--- src/rtl/if_stage.sv ---
// Instruction-fetch stage: PC register, handshaked ROM port, IF/ID register with
// redirect flush, stall hold buffer and request drain. Optional: `IF_MISALIGN_TRAP_EN.
module if_stage #(
  parameter logic [31:0] RESET_PC = 32'h0000_0000,
  parameter logic [31:0] NOP_INST = 32'h0000_0013
) (
  input  logic        clk,
  input  logic        rst,
  output logic        irom_req,
  output logic [31:0] irom_addr,
  input  logic        irom_rdy,
  input  logic [31:0] irom_inst,
  input  logic        stall,
  input  logic        ex_valid,
  input  logic [31:0] ex_pc,
  input  logic [1:0]  npc_op,
  input  logic        br,
  input  logic [31:0] ext,
  input  logic [31:0] alu_c,
  output logic [31:0] id_inst,
  output logic [31:0] id_pc,
  output logic [31:0] id_pc4,
  output logic        id_valid,
  output logic        misalign
);

  localparam logic [1:0] NPC_PC4  = 2'd0;
  localparam logic [1:0] NPC_BR   = 2'd1;
  localparam logic [1:0] NPC_JAL  = 2'd2;
  localparam logic [1:0] NPC_JALR = 2'd3;

  typedef enum logic [1:0] {FETCH, HOLD, DRAIN} state_t;
  typedef enum logic [1:0] {IFID_KEEP, IFID_LOAD, IFID_BUBBLE} ifid_op_t;

  state_t      state, state_nxt;
  ifid_op_t    ifid_op;
  logic [31:0] pc, pc_nxt, pc4;
  logic [31:0] hold_buf, drain_addr, ifid_word;
  logic        hold_we, drain_we;
  logic        redirect;
  logic [31:0] target_raw, target;

  assign pc4 = pc + 32'd4;

  always_comb begin
    redirect   = 1'b0;
    target_raw = ex_pc + ext;
    case (npc_op)
      NPC_PC4:  redirect = 1'b0;
      NPC_BR:   redirect = ex_valid & br;
      NPC_JAL:  redirect = ex_valid;
      NPC_JALR: begin
        redirect   = ex_valid;
        target_raw = alu_c & ~32'h1;
      end
    endcase
  end

`ifdef IF_MISALIGN_TRAP_EN
  localparam logic [31:0] TRAP_PC = 32'h0000_0100;
  logic target_bad;
  logic misalign_q;

  assign target_bad = |target_raw[1:0];
  assign target     = target_bad ? TRAP_PC : target_raw;

  always_ff @(posedge clk or posedge rst) begin
    if (rst) misalign_q <= 1'b0;
    else     misalign_q <= redirect & target_bad;
  end
  assign misalign = misalign_q;
`else
  assign target   = {target_raw[31:2], 2'b00};
  assign misalign = 1'b0;
`endif

  always_comb begin
    // NOTE: every output of this block gets a default first so no path can infer a latch.
    state_nxt = state;
    pc_nxt    = pc;
    ifid_op   = IFID_KEEP;
    ifid_word = irom_inst;
    hold_we   = 1'b0;
    drain_we  = 1'b0;
    irom_req  = 1'b0;
    irom_addr = pc;

    case (state)
      FETCH: begin
        irom_req = 1'b1;
        if (irom_rdy) begin
          if (!stall) begin
            ifid_op = IFID_LOAD;
            pc_nxt  = pc4;
          end else begin
            hold_we   = 1'b1;
            state_nxt = HOLD;
          end
        end else if (!stall) begin
          ifid_op = IFID_BUBBLE;
        end
      end
      HOLD: begin
        if (!stall) begin
          ifid_op   = IFID_LOAD;
          ifid_word = hold_buf;
          pc_nxt    = pc4;
          state_nxt = FETCH;
        end
      end
      DRAIN: begin
        irom_req  = 1'b1;
        irom_addr = drain_addr;
        if (irom_rdy) state_nxt = FETCH;
        if (!stall)   ifid_op   = IFID_BUBBLE;
      end
      default: state_nxt = FETCH;
    endcase

    if (redirect) begin
      pc_nxt  = target;
      ifid_op = IFID_BUBBLE;
      hold_we = 1'b0;
      if (state == FETCH && !irom_rdy) begin
        state_nxt = DRAIN;
        drain_we  = 1'b1;
      end else if (state == DRAIN && !irom_rdy) begin
        // An outstanding drain keeps its address stable; only the target moves.
        state_nxt = DRAIN;
      end else begin
        state_nxt = FETCH;
      end
    end

    if (rst) irom_req = 1'b0;
  end

  always_ff @(posedge clk or posedge rst) begin
    if (rst) begin
      state    <= FETCH;
      pc       <= RESET_PC;
      id_inst  <= NOP_INST;
      id_pc    <= 32'h0;
      id_pc4   <= 32'h0;
      id_valid <= 1'b0;
    end else begin
      state <= state_nxt;
      pc    <= pc_nxt;
      case (ifid_op)
        IFID_LOAD: begin
          id_inst  <= ifid_word;
          id_pc    <= pc;
          id_pc4   <= pc4;
          id_valid <= 1'b1;
        end
        IFID_BUBBLE: begin
          id_inst  <= NOP_INST;
          id_valid <= 1'b0;
        end
        default: ;
      endcase
    end
  end

  // NOTE: pure datapath holding registers are left unreset; the FSM only reads them after writing.
  always_ff @(posedge clk) begin
    if (hold_we)  hold_buf   <= irom_inst;
    if (drain_we) drain_addr <= pc;
  end

endmodule

--- config.mk ---
export PLATFORM = sky130hd
export DESIGN_NAME = if_stage
export DESIGN_NICKNAME = d
export VERILOG_FILES = /design/src/rtl/if_stage.sv
export SDC_FILE = /design/constraint.sdc
export NUM_CORES = 1
export LEC_CHECK = 0
export BUFFER_PORTS_ARGS = -buffer_cell sky130_fd_sc_hd__buf_2
export CORE_MARGIN = 10
export CORE_UTILIZATION = 45
export DETAILED_ROUTE_END_ITERATION = 10
export HOLD_SLACK_MARGIN = 0.12
export PLACE_DENSITY = 0.72
export SYNTH_ARGS = -nofsm -noshare
export SYNTH_HDL_FRONTEND = slang
export SYNTH_SLANG_ARGS = --single-unit
export TNS_END_PERCENT = 30
--- constraint.sdc ---
create_clock -name clk -period 4.7 [get_ports clk]
set_clock_uncertainty 0.05 [all_clocks]
set_input_delay 0.47 -clock clk [delete_from_list [all_inputs] [get_ports clk]]
set_output_delay 0.47 -clock clk [all_outputs]
set_load 0.01 [all_outputs]
---- After elaboration in Yosys (flattened, before gate mapping) ----
Cells that the tools add are included.
word-level totals
  bits in registers ....................... 195
  bits of input ports ..................... 136
  output and inout port bits .............. 131
  word-level logic and storage cells ...... 65
operators by class
  $add $sub $neg .......................... 2
  equality and inequality tests ........... 11
  mux-type cells .......................... 32
  bitwise gates (word level) .............. 1
  reduce and logical (&&, ||, !) cells .... 11
operators with widths
  kind                                           number
  two-way mux 32 bit                             7
  case mux 32 bit (2 select lines)               2
  adder 32 x 3 -> 32 bit, second input constant  1
  adder 32 bit                                   1
  two-way mux 2 bit                              10
  inequality test 3 bit, second input constant   4
  case mux 2 bit (3 select lines)                2
  two-way mux 1 bit                              9
  == test 2 bit, second input constant           4
  == test 2 x 1 -> 1 bit, second input constant  3
  zero test 2 bit                                2
  AND reduction 4 bit                            1
  OR reduction 2 bit                             2
  case mux 1 bit (3 select lines)                1
  nonzero test 3 bit                             1
  logical AND 1 bit                              2
  case mux 1 bit (2 select lines)                1
  AND reduction 2 bit                            1
  nonzero test 2 bit                             1
  bitwise AND 1 bit                              1
  zero test 1 bit                                1

---- Longest topological paths before layout ----
  word-level depth ........................ 6
  depth in mapped cells ................... 10
  gate-level depth less buffers ........... 9

---- Worst setup path before layout ----
No wires, ideal clock.
  kind .................................... input to register
  from .................................... input br
  to ...................................... register drain_addr[10], enable pin
  arrival ................................. 3811 ps
  slack ................................... 347 ps
  cell stages on the path ................. 4
  buffers on the path ..................... 1
  cell sequence ........................... a21o_1 > nand2_1 > buf_2 > nor4_1
between the ends
  longest elaborated chain between the ends .. 3
RTL lines
  element                          RTL line  RTL
  start, declared                  17        input logic br,
  bitwise AND 1 bit                50        NPC_BR: redirect = ex_valid & br;
  case mux 1 bit (3 select lines)  48        case (npc_op)
  two-way mux 1 bit                120       if (redirect) begin
  named net drain_we               39        logic hold_we, drain_we;
  end signal, assigned             168       if (drain_we) drain_addr <= pc;
  end, declared                    38        logic [31:0] hold_buf, drain_addr, ifid_word;
The timed path passes the listed nets, and every way through them passes these cells.
A chain may end at the register's enable or synchronous reset.

---- Final worst setup path ----
  from .................................... register state[0]
  to ...................................... register id_inst[2]
between the ends
  longest elaborated chain between the ends .. 5
  elaborated cells between the ends (all ways) .. 10
RTL lines
  element                                                                        RTL line  RTL
  start, declared                                                                35        state_t state, state_nxt;
  start signal, assigned                                                         147       state <= state_nxt;
  == test 2 bit, or another cell as far along                                    88        case (state)
  case mux 2 bit (3 select lines)                                                88
  two-way mux 2 bit                                                              120
  == test 2 bit / == test 2 x 1 -> 1 bit (equally long branches)                 149       case (ifid_op)
  case mux 32 bit (2 select lines) / nonzero test 2 bit (equally long branches)  n/a
  end signal, assigned                                                           151       id_inst <= ifid_word;
  end, declared                                                                  20        output logic [31:0] id_inst,
Several ways; a longest one is shown, not always the timed one.

==> flow_summary.ini <==
[critical_path]
critical_path_buf_inv_count = 0
critical_path_class = register to register
reg2reg_depth = 6
worstPathCellList = nor2_1 > or3_1 > nor2_1 > ha_4 > or2_2 > o21ai_0
timing.critical_path.depth = 6
required_ns = 4.92
type_of_element_launching_the_critical_path = register
worst_path_dominant_cell_family = simple AND/OR/NAND/NOR gates
end_kind = register
critical_path_peak_fanout = 35
crit_top_cell = nor2_1
worst_path_largest_cell_delay_ns = 0.63
critical-path-slowest-cell = or3_1
cp.arrival_ns = 3.37

[floorplan]
floorplan.io_pins = 267
placementRows = 53
core_area_sq_um = 21200
start_util_pct = 46.1
dieArea_sq_um = 28000
die_height_microns = 167
die_width_microns = 167

[cells_and_area]
syn2layout_area_growth_pct = 21.6
fraction_of_final_layout_cells_with_drive_strength_greater_than_1_pct = 35.1
layout_common_cells = buf_2, dfrtp_1, nand2_1, nor2_1
mostFrequentLayoutCell = buf_2
design.final.nets = 1291

[detailed_routing]
number_of_design_rule_violations_left_after_detail_routing = 0
avgRoutedWirePerCell_microns = 19.7
drt_initial_violations = 512
drt.antenna.violating_nets = 0
routed-via-count = 7530
routed_via_density = 5.34
drt_wl_total_mm = 27.8
firstDrtPassIters = 5

[clocking]
clockRootBuffer = clkbuf_16
hold_buffers = 0
clkLatencyLatePin_ns = 0.43
path_clk_slew_ns = 0.07
tritoncts = built
cts-htree-levels = 4
clock_path_buffers = 2
cts.sinks = 187
tritoncts.num_buffers = 17
postCtsSetupBuffers = 0
ctsResizeCount = 0

[power_and_ir_drop]
max-vdd-ir-drop_uv = 202
cellInternalPower_uw = 3610
comb_power_share_pct = 28.7
finalPower_uw = 5430
clock_power_share_pct = 27.6
total_leakage_power_uw = 0.00506
switching_share_pct = 33.4
power.density_nw_per_um2 = 457
p_seq_share_pct = 43.7
p_sw_uw = 1810

[placement]
dp.final_hpwl_mm = 20.7
placement.io_buffers = 257
gp_routability_congestion = 0.895

[sta]
period_minus_slack_ns = 3.15
final_hold_viol_count = 0
grt_setup_unrepaired = no
setup_viol_count_final = 0
timing_worst_slew_pin_value_ns = 1.24
layout_worst_path_cycle_share_pct = 67.0
fmax_mhz = 318
timing.max_slew.rel_slack_pct = 17.1
fin_tns_setup_ns = 0
maxSlewViolCount = 0

[status]
outcome = complete, no violations

[synth]
synth_async_sr_flop_share_pct = 66.8
post-synth-top-area-cell = dfrtp_1
synthFlopType = dfrtp_1
synth-warning-count = 0
synth.distinct_cells = 71
synth_area_leaders = dfrtp_1, edfxtp_1, mux2_2, ha_1, xnor2_1
synthDominantCellAreaShare_pct = 31.3
number_of_storage_elements_in_the_synthesis_netlist = 187
seq_area_frac_synth_pct = 51.2
synth_enable_flop_cells = 62
post_synth.cell_area_avg_sq_um = 11.0
syn_std_cell_area_sq_um = 9760
count_of_mapped_cells_out_of_synthesis = 889

[grt]
maximum_number_of_pins_on_one_net_before_global_route_repair = 92
track_usage_pct = 19.7
grt_antenna_before_repair = 3
grt-ovfl-total = 0
first_global_vias = 7871
grt_first_pass_wirelength_mm = 44.6

[worst_hold_path]
hold-path-cell-count = 1
hold_class = input pin to register

[flow_run]
timing.max_cap.violations = 0
==> cells in the mapped netlist (8+ instances only) <==
cell / instances
xor2_1: 38
and3_1: 9
inv_1: 8
dfrtp_1: 122
clkbuf_1: 36
xnor2_1: 40
mux2i_1: 32
a21oi_1: 61
o21ai_0: 52
buf_4: 11
a21o_1: 8
buf_2: 10
ha_1: 33
nor3_1: 17
nand2_1: 90
edfxtp_1: 62
nand3_1: 14
nor2_1: 80
mux2_2: 62
==> worst reg2reg max path: stages (launching register included) <==
cell and delay, ns:
dfrtp_1 0.50, nor2_1 0.29, or3_1 0.63, nor2_1 0.20, ha_4 0.57, or2_2 0.54, o21ai_0 0.21
==> per-stage QoR <==
| step | hold slack, ns | cell area, sq um | instances | worst slack, ns | utilization [%] |
|---|---|---|---|---|---|
| after global routing | 0.159 | 11900 | 1411 | 1.28 | 56.1 |
| after global placement | 0.411 | 11300 | 1378 | 1.50 | 53.2 |
| after floorplan | 0.370 | 9780 | 895 | 0.347 | - |
| after CTS | 0.163 | 11900 | 1410 | 1.46 | 56.1 |
| after detailed placement | 0.418 | 11300 | 1378 | 1.43 | 53.2 |
| final | 0.180 | 11900 | 1411 | 1.55 | 56.1 |
==> power by group through the flow <==
stage,clock network (uW),registers (uW),logic (uW)
5_1_grt,1590,2430,1720
3_5_place_dp,0,2400,1580
6_report,1500,2370,1560
2_1_floorplan,0,2440,831
4_1_cts,1530,2370,1590
3_3_place_gp,0,2380,1550
==> kinds of logic (layout without fill, tap and decap cells) <==
kind of cell | after synthesis | count (layout) | share of synthesized area (%)
compound gates | 177 | 177 | 11.6
xor+xnor | 78 | 78 | 7.00
fa+ha+maj | 33 | 33 | 4.23
buf+inv | 66 | 306 | 3.09
flops | 187 | 187 | 51.2
mux | 94 | 94 | 10.4
other cells | 1 | 8 | 0.0384
simple gates | 253 | 253 | 12.5
==> layer usage <==
metal | vias to the layer above | wire length (microns) | GRT usage, %
met1 | 3637 | 12600 | 26.3
met5 | - | 21 | 0
met2 | 254 | 12800 | 30.8
met4 | 4 | 286 | 3.97
met3 | 23 | 2120 | 6.27
li1 | 3612 | - | -
==> layout make-up <==
| type | count | area, sq um |
|---|---|---|
| Clock inverter | 15 | 188 |
| Timing Repair Buffer | 266 | 1350 |
| Sequential cell | 187 | 4990 |
| Fill cell | 1849 | 9290 |
| Multi-Input combinational cell | 642 | 4530 |
| Tap cell | 275 | 344 |
| Inverter | 8 | 35.0 |
| Antenna cell | 1 | 2.50 |
| Clock buffer | 17 | 425 |
==> state kept, by name, summed over array words and instances (netlist names) <==
register,flops
drain_addr,30
hold_buf,32
id_inst,32
id_pc,30
id_pc4,30
id_valid,1
pc,30
state,2
==> worst paths after layout <==
| check | start | endpoint | slack, ns |
|---|---|---|---|
| hold / removal | irom_inst[21] | hold_buf[21] | 0.18 |
| hold reg to reg | id_inst[17] | id_inst[17] | 0.43 |
| max in group asynchronous | rst | id_inst[22] | 3.37 |
| setup / recovery | state[0] | id_inst[2] | 1.55 |
| setup reg to reg | state[0] | id_inst[2] | 1.55 |
| min in group asynchronous | rst | id_inst[8] | 0.19 |
Power figures use the tool's default switching activity.
